==> src/rtl/mb_access_arbiter.sv <==
// Round-robin front end sharing a banked dual-port memory between request channels.
// Each bank has independent write/read arbiters; read data returns with a fixed 3-cycle latency.
module mb_access_arbiter #(
   parameter int num_requesters   = 4,
   parameter int num_banks        = 4,
   parameter int num_bank_entries = 64,
   parameter int data_bit_width   = 32,
   localparam int bank_bits  = $clog2(num_banks),
   localparam int entry_bits = $clog2(num_bank_entries),
   localparam int addr_bits  = bank_bits + entry_bits,
   localparam int req_bits   = (num_requesters > 1) ? $clog2(num_requesters) : 1
) (
   input  logic                                          clk_i,
   input  logic                                          rst_n_i,
   input  logic [num_requesters-1:0]                     req_valid_i,
   input  logic [num_requesters-1:0]                     req_write_i,
   input  logic [num_requesters-1:0][addr_bits-1:0]      req_addr_i,
   input  logic [num_requesters-1:0][data_bit_width-1:0] req_wdata_i,
   output logic [num_requesters-1:0]                     req_ready_o,
   output logic [num_requesters-1:0]                     rsp_valid_o,
   output logic [num_requesters-1:0][data_bit_width-1:0] rsp_rdata_o,
   output logic [num_banks-1:0]                          mem_wr_en_o,
   output logic [num_banks-1:0][entry_bits-1:0]          mem_wr_addr_o,
   output logic [num_banks-1:0][data_bit_width-1:0]      mem_wr_data_o,
   output logic [num_banks-1:0]                          mem_rd_en_o,
   output logic [num_banks-1:0][entry_bits-1:0]          mem_rd_addr_o,
   input  logic [num_banks-1:0][data_bit_width-1:0]      mem_rd_data_i,
   output logic [15:0]                                   stall_count_o
);

   logic [num_banks-1:0][req_bits-1:0]          wr_ptr_q, wr_ptr_d, rd_ptr_q, rd_ptr_d;
   logic [num_banks-1:0][num_requesters-1:0]    wr_cand, rd_cand;
   logic [num_banks-1:0]                        wr_gnt, rd_gnt;
   logic [num_banks-1:0][req_bits-1:0]          wr_win, rd_win;
   logic [num_requesters-1:0]                   ready;
   logic                                        any_stall;

   logic [num_banks-1:0]                        mem_wr_en_q, mem_rd_en_q;
   logic [num_banks-1:0][entry_bits-1:0]        mem_wr_addr_q, mem_rd_addr_q;
   logic [num_banks-1:0][data_bit_width-1:0]    mem_wr_data_q;
   logic [num_banks-1:0]                        tag1_vld_q, tag2_vld_q;
   logic [num_banks-1:0][req_bits-1:0]          tag1_idx_q, tag2_idx_q;
   logic [num_requesters-1:0]                   rsp_valid_q, rsp_valid_d;
   logic [num_requesters-1:0][data_bit_width-1:0] rsp_rdata_q, rsp_rdata_d;
   logic [15:0]                                 stall_q;

   function automatic int wrap_idx(input logic [req_bits-1:0] p, input int k);
      int s;
      s = int'(p) + k;
      return (s >= num_requesters) ? s - num_requesters : s;
   endfunction

   always_comb begin
      wr_cand = '0;
      rd_cand = '0;
      for (int b = 0; b < num_banks; b++) begin
         for (int i = 0; i < num_requesters; i++) begin
            if (req_valid_i[i] && (req_addr_i[i][bank_bits-1:0] == bank_bits'(b))) begin
               wr_cand[b][i] = req_write_i[i];
               rd_cand[b][i] = ~req_write_i[i];
            end
         end
      end
   end

   // Scan downward from the farthest offset so the nearest candidate at/after the pointer wins.
   always_comb begin
      wr_gnt   = '0;
      rd_gnt   = '0;
      wr_win   = '0;
      rd_win   = '0;
      ready    = '0;
      wr_ptr_d = wr_ptr_q;
      rd_ptr_d = rd_ptr_q;
      for (int b = 0; b < num_banks; b++) begin
         for (int k = num_requesters - 1; k >= 0; k--) begin
            if (wr_cand[b][wrap_idx(wr_ptr_q[b], k)]) begin
               wr_gnt[b] = 1'b1;
               wr_win[b] = req_bits'(wrap_idx(wr_ptr_q[b], k));
            end
            if (rd_cand[b][wrap_idx(rd_ptr_q[b], k)]) begin
               rd_gnt[b] = 1'b1;
               rd_win[b] = req_bits'(wrap_idx(rd_ptr_q[b], k));
            end
         end
         if (wr_gnt[b]) begin
            ready[wr_win[b]] = 1'b1;
            wr_ptr_d[b]      = req_bits'(wrap_idx(wr_win[b], 1));
         end
         if (rd_gnt[b]) begin
            ready[rd_win[b]] = 1'b1;
            rd_ptr_d[b]      = req_bits'(wrap_idx(rd_win[b], 1));
         end
      end
   end

   assign req_ready_o = rst_n_i ? ready : '0;
   assign any_stall   = |(req_valid_i & ~req_ready_o);

   // A requester issues at most one read per cycle, so at most one bank returns to it at a time.
   always_comb begin
      rsp_valid_d = '0;
      rsp_rdata_d = rsp_rdata_q;
      for (int b = 0; b < num_banks; b++) begin
         if (tag2_vld_q[b]) begin
            rsp_valid_d[tag2_idx_q[b]] = 1'b1;
            rsp_rdata_d[tag2_idx_q[b]] = mem_rd_data_i[b];
         end
      end
   end

   always_ff @(posedge clk_i) begin
      if (!rst_n_i) begin
         wr_ptr_q      <= '0;
         rd_ptr_q      <= '0;
         mem_wr_en_q   <= '0;
         mem_wr_addr_q <= '0;
         mem_wr_data_q <= '0;
         mem_rd_en_q   <= '0;
         mem_rd_addr_q <= '0;
         tag1_vld_q    <= '0;
         tag1_idx_q    <= '0;
         tag2_vld_q    <= '0;
         tag2_idx_q    <= '0;
         rsp_valid_q   <= '0;
         rsp_rdata_q   <= '0;
         stall_q       <= '0;
      end else begin
         wr_ptr_q    <= wr_ptr_d;
         rd_ptr_q    <= rd_ptr_d;
         mem_wr_en_q <= wr_gnt;
         mem_rd_en_q <= rd_gnt;
         for (int b = 0; b < num_banks; b++) begin
            if (wr_gnt[b]) begin
               mem_wr_addr_q[b] <= req_addr_i[wr_win[b]][addr_bits-1:bank_bits];
               mem_wr_data_q[b] <= req_wdata_i[wr_win[b]];
            end
            if (rd_gnt[b]) begin
               mem_rd_addr_q[b] <= req_addr_i[rd_win[b]][addr_bits-1:bank_bits];
            end
         end
         tag1_vld_q  <= rd_gnt;
         tag1_idx_q  <= rd_win;
         tag2_vld_q  <= tag1_vld_q;
         tag2_idx_q  <= tag1_idx_q;
         rsp_valid_q <= rsp_valid_d;
         rsp_rdata_q <= rsp_rdata_d;
         if (any_stall && (stall_q != 16'hFFFF)) begin
            stall_q <= stall_q + 16'd1;
         end
      end
   end

   assign mem_wr_en_o   = mem_wr_en_q;
   assign mem_wr_addr_o = mem_wr_addr_q;
   assign mem_wr_data_o = mem_wr_data_q;
   assign mem_rd_en_o   = mem_rd_en_q;
   assign mem_rd_addr_o = mem_rd_addr_q;
   assign rsp_valid_o   = rsp_valid_q;
   assign rsp_rdata_o   = rsp_rdata_q;
   assign stall_count_o = stall_q;

endmodule

==> config.mk <==
export PLATFORM = sky130hd
export DESIGN_NAME = mb_access_arbiter
export DESIGN_NICKNAME = d
export VERILOG_FILES = /design/src/rtl/mb_access_arbiter.sv
export SDC_FILE = /design/constraint.sdc
export NUM_CORES = 1
export LEC_CHECK = 0
export BUFFER_PORTS_ARGS = -buffer_cell sky130_fd_sc_hd__buf_2
export CORE_AREA = 2 2 245 247
export DETAILED_ROUTE_END_ITERATION = 10
export DIE_AREA = 0 0 247 249
export PLACE_DENSITY = 0.66
export SETUP_SLACK_MARGIN = 0.4
export SLEW_MARGIN = 10
export SYNTH_ARGS = -nofsm -noshare
export SYNTH_HDL_FRONTEND = slang
export SYNTH_SLANG_ARGS = --single-unit
==> constraint.sdc <==
create_clock -name clk_i -period 4.5 [get_ports clk_i]
set_clock_uncertainty 0.05 [all_clocks]
set_input_delay 0.225 -clock clk_i [delete_from_list [all_inputs] [get_ports clk_i]]
set_output_delay 0.225 -clock clk_i [all_outputs]
set_load 0.01 [all_outputs]
; ---- Word level (Yosys, flattened, before mapping)
; Cells that the tools add are included.
[op_classes]
muxes = 309
eq_ne = 13
order_cmp = 96
bitwise = 16
reduce_logical = 34
addsub = 73
[ops]
columns = operator, n
row1 = two-way mux 32 bit, 40
row2 = "< comparator 32 x 4 -> 1 bit, second input constant", 32
row3 = bitwise mux 128 bit, 4
row4 = two-way mux 128 bit, 4
row5 = binary-select mux 32 bit (select 2 bit), 4
row6 = demux 32 bit (select 2 bit), 4
row7 = two-way mux 1 bit, 140
row8 = binary-select mux 8 bit (select 2 bit), 8
row9 = ">= comparator 3 bit, second input constant", 32
row10 = "subtractor 3 x 3 -> 4 bit, second input constant", 24
row11 = two-way mux 2 bit, 40
row12 = binary-select mux 1 bit (select 2 bit), 32
row13 = two-way mux 8 bit, 8
row14 = two-way mux 4 bit, 13
row15 = "adder 2 x 1 -> 3 bit, second input constant", 16
row16 = "adder 2 x 2 -> 3 bit, second input constant", 16
row17 = OR 4 bit, 10
row18 = "< comparator 2 x 3 -> 1 bit, second input constant", 12
row19 = "subtractor 2 x 3 -> 4 bit, second input constant", 8
row20 = logical AND 1 bit, 29
row21 = demux 1 bit (select 2 bit), 12
row22 = ">= comparator 2 x 1 -> 1 bit, second input constant", 12
row23 = ">= comparator 2 x 3 -> 1 bit, second input constant", 8
row24 = "adder 16 x 1 -> 16 bit, second input constant", 1
row25 = other kinds (9), 32
[totals]
ff_bits = 368
elab_cells = 578

; ---- Depth between registers and ports, before layout
; Gate-level depths: netlist (run 1).
[depth]
depth_word = 34
ltp_mapped = 19
mapped_depth_nobuf = 14

; ---- Worst setup path after synthesis (run 1)
; Ideal clock, no wire load.
[synth_timing]
path_kind = input to register
start = input port req_addr_i[1] in the netlist's numbering
end = register stall_q[0], in the netlist stall_count_o[0]
arrival_ns = 3.556
cell_stages = 19
setup_slack_ns = 0.767
path_cell_list = clkbuf_1 > and4b_1 > and2_1 > o21a_1 > nor2_1 > o22a_1 > clkbuf_1 > inv_2 > clkbuf_1 > buf_1 > ha_1 > a22oi_1 > a41oi_1 > o221ai_2 > o22ai_2 > buf_4 > buf_2 > xor2_1 > nor2_1
[synth_via]
elab_chain_cells = 34
[synth_rtl]
columns = item, line_no
row1 = from (decl), 17  ; input logic [num_requesters-1:0][addr_bits-1:0] req_addr_i,
row2 = logical NOT 2 bit, 58  ; if (req_valid_i[i] && (req_addr_i[i][bank_bits-1:0] == bank_bits'(b))) begin
row3 = logical AND 1 bit, 58
row4 = two-way mux 1 bit, 58
row5 = binary-select mux 1 bit (select 2 bit), 77  ; if (wr_cand[b][wrap_idx(wr_ptr_q[b], k)]) begin
row6 = two-way mux 1 bit (not written as such) (2 in a row), 77
row7 = two-way mux 2 bit (4 in a row), 77
row8 = < comparator 2 x 3 -> 1 bit (not written as such) / >= comparator 2 x 1 -> 1 bit (equally long branches), 87  ; ready[wr_win[b]] = 1'b1;
row9 = logical AND 1 bit (not written as such), 87
row10 = [15 not listed], -
row11 = OR 4 bit (no source line), -
row12 = two-way mux 4 bit (*), 90  ; if (rd_gnt[b]) begin
row13 = two-way mux 4 bit (*), 97  ; assign req_ready_o = rst_n_i ? ready : '0;
row14 = via req_ready_o[0], 19  ; output logic [num_requesters-1:0] req_ready_o,
row15 = inverter 4 bit (*), 98  ; assign any_stall = |(req_valid_i & ~req_ready_o);
row16 = bitwise AND 4 bit (*), 98
row17 = OR reduction 4 bit (*), 98
row18 = logical AND 1 bit (*), 148  ; if (any_stall && (stall_q != 16'hFFFF)) begin
row19 = to (signal assigned), 149  ; stall_q <= stall_q + 16'd1;
row20 = to (decl), 45  ; logic [15:0] stall_q;
; The timed path passes the listed nets; every way through them passes the cells marked *. The select of a mux whose other input is x is not followed.
; A chain may end at the register's enable or synchronous reset.

; ---- Worst setup path in the final report (run 1)
[layout_timing]
start = register rd_ptr_q[7] in the netlist's numbering
end = register stall_q[9], in the netlist stall_count_o[9]
[layout_via]
elab_chain_cells = 21
[layout_rtl]
columns = item, line_no
row1 = from (decl), 31  ; logic [num_banks-1:0][req_bits-1:0] wr_ptr_q, wr_ptr_d, rd_ptr_q, rd_ptr_d;
row2 = from (signal assigned), 130  ; rd_ptr_q <= rd_ptr_d;
row3 = adder 2 x 2 -> 3 bit, 49  ; s = int'(p) + k;
row4 = subtractor 3 x 3 -> 4 bit / >= comparator 3 bit (equally long branches), 50  ; return (s >= num_requesters) ? s - num_requesters : s;
row5 = two-way mux 32 bit, 50
row6 = binary-select mux 1 bit (select 2 bit), 81  ; if (rd_cand[b][wrap_idx(rd_ptr_q[b], k)]) begin
row7 = two-way mux 1 bit (not written as such) (2 in a row), 81
row8 = two-way mux 2 bit (4 in a row), 81
row9 = < comparator 2 x 3 -> 1 bit (not written as such) / >= comparator 2 x 1 -> 1 bit (equally long branches), 91  ; ready[rd_win[b]] = 1'b1;
row10 = logical AND 1 bit (not written as such), 91
row11 = two-way mux 1 bit (not written as such), 91
row12 = demux 1 bit (select 2 bit), 91
row13 = OR 4 bit (no source line), -
row14 = two-way mux 4 bit (*), 90
row15 = two-way mux 4 bit (*), 97
row16 = inverter 4 bit (*), 98
row17 = bitwise AND 4 bit (*), 98
row18 = OR reduction 4 bit (*), 98
row19 = logical AND 1 bit (*), 148
; Mark *: on every way between the ends. The rest lies on a longest branch, timed or not. The select of a mux whose other input is x is not followed.

==> run summary, run 1 <==
The highest fanout seen on the critical path works out to 26. The filler cells instantiated in the layout total 5852. The logs give 0 for the remaining design rule violation count and 32.1% for the sequential-to-total area share from yosys stat. Dividing the final minimum period by the clock period gives 77.6%.

For met1 alone, demand over resource in global routing was 36.2%. In this run, distinct cell masters in the synthesized netlist total 68. Class of the most critical hold timing path: input pin to flip-flop. The run finished with clean final reports. Of all cell types, the one taking the most synthesized area is sky130_fd_sc_hd__dfxtp_1.

For this block, the initial DRC count from the detailed router was 2244. The tools report the data required time at the worst endpoint as 4.95 ns. The run gives 0 as the number of nets with antenna violations after detailed routing. The logs give 139 for the pin count of the biggest net entering global routing and 46 for the number of buffers added by the clock tree synthesis step. The initialized floorplan defines 89 standard-cell rows. Clock-pin slew was measured on the worst setup and hold paths at 0.06 ns. Compared with the post-synthesis result, the final layout area differs by 27.3%. The leftover overflow at the end of global routing is 0, and the core outline area is 58700 um^2. Of all flip-flops after synthesis, the portion carrying an async set or reset was 0%. Using the TritonRoute via totals, the vias-per-cell ratio works out to 5.77. The net count of the finished layout is 4090. During synthesis, Yosys emitted a total of 0 warnings.

TritonCTS built the clock tree. At the pin with the least slew margin, the transition time is 1.17 ns. The analysis attributes to cell leakage a power of 13.3 nW.

met2 is the most crowded layer. The post-cts repair resize count is 0, and the final critical path time including I/O delays and setup is 3.49 ns. Timing would allow up to 286 MHz.

For this design the ratio of total power to cell area is 322 nW/um^2. Commonest non-fill, non-tap cell in the layout: sky130_fd_sc_hd__nand2_1. Of the cells placed in the final design, the portion with a size suffix greater than 1 is 21.8%. The average cell area after synthesis is 7.06 um^2.

For met2 alone, demand over resource in global routing was 48.8%. For this run, the leading register cell type out of synthesis is sky130_fd_sc_hd__dfxtp_1. Wires add up to 98000 um. Setup total negative slack on the finished layout was measured at 0 ns.

At the worst endpoint, the arrival time is 3.95 ns. The post-CTS setup buffer count came out at 0. The later pin in the worst-skew pair is clocked with a latency of 0.60 ns. For this configuration, the core starts out at a cell density of 39.1%. STA classifies the critical path endpoint as a flip-flop. The final HPWL from detailed placement was 64900 um. By area the synthesized netlist is led by sky130_fd_sc_hd__dfxtp_1 32%, sky130_fd_sc_hd__nand2_1 12%, sky130_fd_sc_hd__a211oi_1 10%. Routability-driven placement finished with a final weighted congestion of 0.916. The total standard cell area after synthesis was 22900 um^2. For the number of violations of the max-capacitance limit, the log shows 0. After synthesis the netlist holds a flip-flop and latch count of 368. The H-tree was split into 2 levels. The routed length per placed instance works out to 21.3 um. The number of placed I/O pins was 634; the die outline area was 61500 um^2. In the global route stage, met3 resource usage came out at 8.44%. The tools report the overall fraction of global-route tracks in use as 30.4%.

The tools report the via count of the first global-routing pass as 24500. VDD sags by at most 0.266 mV. The number of slew-limit violations in the final report is 0, and the final hold violation count is 0.

The tree is rooted in a sky130_fd_sc_hd__clkbuf_16. The relative max-transition margin is 21.3%, and the share of the synthesized area in the top cell type is 32.1%. The via count is 26600, and the die outline width is 247 um.

Number of buffers added on ports: 633. The number of buffers on the longest clock path is 3, and the placed standard-cell area is 26500 um^2. In the layout the commonest cells are 747 x sky130_fd_sc_hd__nand2_1, 633 x sky130_fd_sc_hd__buf_2, 407 x sky130_fd_sc_hd__nor2_1, 368 x sky130_fd_sc_hd__dfxtp_1, 328 x sky130_fd_sc_hd__a21oi_1.

Measured along the y axis, the die boundary spans 249 um. Setup repair after global routing left no endpoint under its margin. STA classifies the critical path startpoint as a flip-flop. Counting every instance in the synthesized netlist gives 3250. For the design area, the log shows 29200 um^2. The number of enable flip-flop cells after synthesis is 0. CTS saw 368 sinks. The initial antenna violation count is 31, and the synthesized netlist net count is 3573. The tools report the cts-stage hold buffer count as 96. Category of the critical setup timing path: flip-flop to flip-flop. For the number of iterations in the first detailed-routing pass, the log shows 8. The global-route wire length before repair is 149000 um, and the total setup violations reported at the end of the flow is 0.
==> layout make-up <==
| class | instances | area (um^2) | area share [%] |
|---|---|---|---|
| diodes | 30 | 75.1 | 0.257 |
| clock buffers | 57 | 1270 | 4.36 |
| clock inverters | 29 | 428 | 1.47 |
| inverters | 24 | 97.6 | 0.334 |
| multi-input cells | 2542 | 14400 | 49.4 |
| flip-flops and latches | 368 | 7370 | 25.2 |
| well taps | 773 | 967 | 3.31 |
| repair buffers | 785 | 4570 | 15.7 |
==> final timing paths <==
path | start | endpoint | slack (ns) | cells past startpoint
worst max-delay path | rd_ptr_q[7] | stall_count_o[9] | 1.01 | 14
worst min-delay path | req_wdata_i[93] | mem_wr_data_o[125] | 0.04 | 5
worst max register to register | rd_ptr_q[7] | stall_count_o[9] | 1.01 | 14
worst min register to register | tag1_idx_q[0] | tag2_idx_q[0] | 0.37 | 1
==> per-stage QoR <==
step	cells	worst slack, ns	hold WS, ns	util (%)	total power [mW]
global placement	4396	0.666	0.367	45.1	5.23
global route	4598	0.724	0.0360	49.7	9.78
floorplan	3250	0.767	0.321	-	4.51
detailed placement	4396	0.619	0.370	45.1	5.24
finish	4608	1.01	0.0392	49.8	9.42
CTS	4578	1.02	0.000974	49.6	9.46
==> synth_stat cells, types with 4 or more instances <==
master / instances
sky130_fd_sc_hd__buf_2: 11
sky130_fd_sc_hd__mux2_2: 19
sky130_fd_sc_hd__or3_1: 4
sky130_fd_sc_hd__inv_1: 21
sky130_fd_sc_hd__mux2i_1: 152
sky130_fd_sc_hd__nand2b_1: 8
sky130_fd_sc_hd__a311oi_1: 76
sky130_fd_sc_hd__o22ai_1: 6
sky130_fd_sc_hd__nand3_1: 87
sky130_fd_sc_hd__a22oi_1: 6
sky130_fd_sc_hd__nor3_1: 12
sky130_fd_sc_hd__and3_1: 42
sky130_fd_sc_hd__a21oi_1: 328
sky130_fd_sc_hd__o22a_1: 5
sky130_fd_sc_hd__nand4b_1: 12
sky130_fd_sc_hd__clkbuf_1: 278
sky130_fd_sc_hd__and2_1: 59
sky130_fd_sc_hd__nor2_1: 408
sky130_fd_sc_hd__dfxtp_1: 368
sky130_fd_sc_hd__or4_1: 7
sky130_fd_sc_hd__nand3b_1: 6
sky130_fd_sc_hd__nand4bb_1: 10
sky130_fd_sc_hd__nand4_1: 13
sky130_fd_sc_hd__o21a_1: 5
sky130_fd_sc_hd__a211oi_1: 314
sky130_fd_sc_hd__ha_1: 25
sky130_fd_sc_hd__o211ai_1: 90
sky130_fd_sc_hd__nand2_1: 747
sky130_fd_sc_hd__o21ai_0: 18
sky130_fd_sc_hd__a31oi_1: 12
sky130_fd_sc_hd__a222oi_1: 5
sky130_fd_sc_hd__nor3b_1: 7
sky130_fd_sc_hd__nor2b_1: 6
sky130_fd_sc_hd__o31ai_1: 5
sky130_fd_sc_hd__buf_1: 26
==> power by group <==
group	total, mW	switching [mW]	internal [mW]
Sequential	3.54	0.112	3.43
Clock	4.16	1.62	2.54
Combinational	1.71	1.10	0.619
Total	9.42	2.83	6.59
==> routing by layer <==
metal	vias to the layer above	share of wire, %
met5	-	0.11
met2	1362	46
met3	315	11
li1	12600	-
met1	12300	38
met4	18	5.4
==> kinds of logic (layout without fill, tap and decap cells) <==
| group | after synthesis | after routing | synth area share, % |
|---|---|---|---|
| adders and majority gates | 25 | 25 | 1.36 |
| DFF | 368 | 368 | 32.1 |
| AOI/OAI and AO/OA | 895 | 895 | 26.1 |
| xor gates and xnor gates | 1 | 1 | 0.0382 |
| and+or+nand+nor | 1450 | 1450 | 27.2 |
| muxes | 171 | 171 | 7.56 |
| buffers and inverters | 340 | 895 | 5.64 |
| other | 0 | 30 | 0 |
==> registers in the layout, indices dropped and copies added (netlist names) <==
register / cells
wr_ptr_q: 8
rd_ptr_q: 8
mem_wr_addr_o: 24
stall_count_o: 16
tag2_idx_q: 8
mem_rd_addr_o: 24
tag1_idx_q: 8
rsp_valid_o: 4
mem_wr_en_o: 4
mem_wr_data_o: 128
tag1_vld_q: 4
rsp_rdata_o: 128
tag2_vld_q: 4
==> critical path: stages (launching register included) <==
cell                       delay, ns
sky130_fd_sc_hd__dfxtp_1        0.35
sky130_fd_sc_hd__inv_1          0.08
sky130_fd_sc_hd__o21ai_0        0.17
sky130_fd_sc_hd__a21oi_1        0.09
sky130_fd_sc_hd__o21ai_0        0.17
sky130_fd_sc_hd__buf_4          0.22
sky130_fd_sc_hd__inv_1          0.22
sky130_fd_sc_hd__ha_1           0.27
sky130_fd_sc_hd__a22oi_1        0.15
sky130_fd_sc_hd__nand3_1        0.09
sky130_fd_sc_hd__o31a_1         0.27
sky130_fd_sc_hd__o221ai_2       0.27
sky130_fd_sc_hd__o22ai_2        0.34
sky130_fd_sc_hd__or4_1          0.50
sky130_fd_sc_hd__a21oi_1        0.14
Power figures use the tool's default switching activity.
==> inputs of run 2 (changes only) <==
Settings changed: CORE_AREA 2 2 245 247 to 2 2 247 249, DIE_AREA 0 0 247 249 to 0 0 249 251, PLACE_DENSITY 0.66 to 0.68.
Clock period 4.5 ns to 2.9 ns, I/O delays scaled along.
==> run summary, run 2 (synthesis gave the netlist of run 1 again) <==
The post-route netlist has 24.8% of its cells at a drive strength greater than 1. The critical path launch point type was a flip-flop. For this configuration, the core starts out at a cell density of 38.4%.

In the final routed layout, each cell accounts on average for 21.3 um. The count of routing violations after the opening detailed-route iteration was 2661; the combinational share of power was 21.7%. For this design the total switching power over the nets is 4.48 mW. In this run the critical register-to-register path is captured at stall_count_o[6]. Setup repair after global routing could not meet its margin everywhere. After the flow finishes, the layout carries non-filler instances totaling 4866. The clock network fraction of design power came out at 40.5%.

The number of cells on the worst hold path is 5. Timing would allow up to 324 MHz. The areal power density over the cells is 452 nW/um^2. The clock net in this run drives a total of 368 sinks. For this block, the routed nets add up to 104000 um of wire. In this run the core area contains 90 standard-cell rows. The synthesis-to-layout area growth came out at 39.8%. The number of placed instances, taps included, is 4528. From left edge to right edge, the die measures 249 um. Sequential cells account for 37.9% of the total power.

Highest fanout seen on the critical path: 13. The clock root buffer was sky130_fd_sc_hd__clkbuf_16. The class of the most critical hold timing path was input pin to flip-flop. For hold timing, the worst endpoint is rsp_rdata_o[39].

Using the TritonRoute via totals, the vias-per-cell ratio works out to 5.85. The number of buffers on the longest clock path came out at 3. The final reports fail on negative setup slack. The floorplan step set the die height to 251 um. The count of nets left with antenna violations once routing finished came out at 0.

The number of buffers added on ports is 633, and the clock slew at the register clock pins of the worst setup and hold paths is 0.06 ns. STA classifies the critical path endpoint as a flip-flop. In this run, CTS created clock tree buffers numbering 45. The leakage power summed over all cells was 14.5 nW. The via count of the first global-routing pass was 26900; the worst reg2reg path depth was 15. Across the run, the number of max-cap violations was 0. 634 I/O pins were placed. The relative max-transition margin is 26.9%.

By startpoint and endpoint, the worst setup path is classified as flip-flop to flip-flop. For the smallest setup slack after layout, the log shows -0.182 ns. The commonest non-fill, non-tap cell in the layout is sky130_fd_sc_hd__nand2_1. Of the total power, the share spent switching nets is 30.9%. The data required time at the worst endpoint was 3.35 ns. The final period utilization was 106%; the final hold violation count was 0. In this run the critical register-to-register path is launched from wr_ptr_q[7]. For the final routed database, the setup TNS stands at -1.85 ns.

Global routing consumed, over all layers together, 31.5% of the routing resources. The flow ran to the end, but the final reports show violations. The tools report the initial antenna violation count as 10. The later pin in the worst-skew pair is clocked with a latency of 0.59 ns.

Entering global routing, the biggest net connects 127 pins. The total power was 14.5 mW. TritonCTS built the clock tree. In this run the most critical hold path is launched from mem_rd_data_i[39]. Across all layers, the routed design uses 28500 vias. The final critical path time including I/O delays and setup is 3.08 ns, and the setup slack of the most critical reg-to-reg path is -0.18 ns. The wire-length estimate of the detail-placed layout is 66800 um. The first global-routing pass estimated 158000 um of wire. For the die outline area, the log shows 62500 um^2. VDD sags by at most 0.445 mV.

The run gives 18 as the total setup violations reported at the end of the flow. At the end of routability-driven placement, the weighted congestion stood at 0.905. Internal power comes to 10.0 mW.

The H-tree generated during clock tree synthesis spans 2 levels. The leftover overflow at the end of global routing is 0. The remaining design rule violation count was 0. Leaving out fill and tap cells, the most frequent cells in the layout are 746 x sky130_fd_sc_hd__nand2_1, 629 x sky130_fd_sc_hd__buf_2, 405 x sky130_fd_sc_hd__nor2_1, 361 x sky130_fd_sc_hd__dfxtp_1, 324 x sky130_fd_sc_hd__a21oi_1.

The transition time of the tightest slew-check pin is 1.10 ns. The logs give 0 for the number of slew-limit violations in the final report and 59800 um^2 for the core outline area. The run gives 3.54 ns as the arrival time at the worst endpoint. The logs give 6 for the number of iterations in the first detailed-routing pass and 4367 for the net count reported at finish.
-- run 2: how the worst max path moves through the flow --
| stage | cells after the start | from | slack (ns) | end |
|---|---|---|---|---|
| finish | 15 | wr_ptr_q[7] | -0.18 | stall_count_o[6] |
| global route | 15 | wr_ptr_q[7] | -0.30 | stall_count_o[14] |
| CTS | 12 | wr_ptr_q[5] | -0.10 | req_ready_o[3] |
| detailed placement | 15 | req_write_i[1] | -0.46 | stall_count_o[11] |
| global placement | 16 | req_write_i[1] | -0.44 | stall_count_o[11] |
| floorplan | 16 | req_write_i[1] | -0.26 | stall_count_o[11] |
-- run 2: layer usage --
layer  vias to the layer above  global-route usage, %  part of all wire [%]
met2                      1784                   51.3                    45
met3                       432                   7.49                    10
met5                         -                      0                 0.034
li1                      13100                      -                     -
met4                         6                   19.5                   6.7
met1                     13100                   37.5                    37
-- run 2: layout make-up --
cell class	count	area (um^2)
inverters	24	105
flip-flops and latches	368	7380
well taps	782	978
repair buffers	1062	7380
diodes	6	15.0
multi-input cells	2543	14700
fillers	5543	27700
clock inverters	10	118
clock buffers	71	1410
-- run 2: metrics by stage --
step / utilization (%) / setup WS, ns / cell area [um^2] / hold WS (ns)
2_1_floorplan: - / -0.257 / 23200 / 0.241
3_3_place_gp: 46.2 / -0.439 / 27600 / 0.365
3_5_place_dp: 46.2 / -0.464 / 27600 / 0.372
4_1_cts: 53.2 / -0.105 / 31800 / 0.000106
5_1_grt: 53.6 / -0.304 / 32100 / 0.0396
6_report: 53.6 / -0.182 / 32100 / 0.0333
-- run 2: power by group through the flow --
stage / registers, mW / clock network, mW / logic (mW)
after floorplan: 5.67 / 0 / 1.36
after global placement: 5.59 / 0 / 2.69
after detailed placement: 5.59 / 0 / 2.72
after CTS: 5.49 / 5.94 / 3.04
after global routing: 5.52 / 6.13 / 3.38
final: 5.49 / 5.87 / 3.14
-- run 2: critical path, stage by stage, from the launching register on --
cell and delay [ns]:
sky130_fd_sc_hd__dfxtp_4 0.36, sky130_fd_sc_hd__inv_4 0.07, sky130_fd_sc_hd__nor2_1 0.04, sky130_fd_sc_hd__nor2_1 0.10
sky130_fd_sc_hd__nor2_1 0.06, sky130_fd_sc_hd__a211oi_4 0.28, sky130_fd_sc_hd__inv_2 0.11, sky130_fd_sc_hd__ha_4 0.18
sky130_fd_sc_hd__a22oi_2 0.21, sky130_fd_sc_hd__nand3_1 0.12, sky130_fd_sc_hd__o31a_1 0.31, sky130_fd_sc_hd__o221ai_4 0.30
sky130_fd_sc_hd__o22ai_4 0.13, sky130_fd_sc_hd__buf_12 0.15, sky130_fd_sc_hd__or4_4 0.41, sky130_fd_sc_hd__a21oi_2 0.12
-- run 2: what timing repair did --
item	CTS	global route
buffers inserted	10	5
gates cloned	3	2
setup endpoints to repair	97	136
pin swaps	14	22
hold endpoints to repair	254	0
hold buffers	231	0
resized for setup	48	49
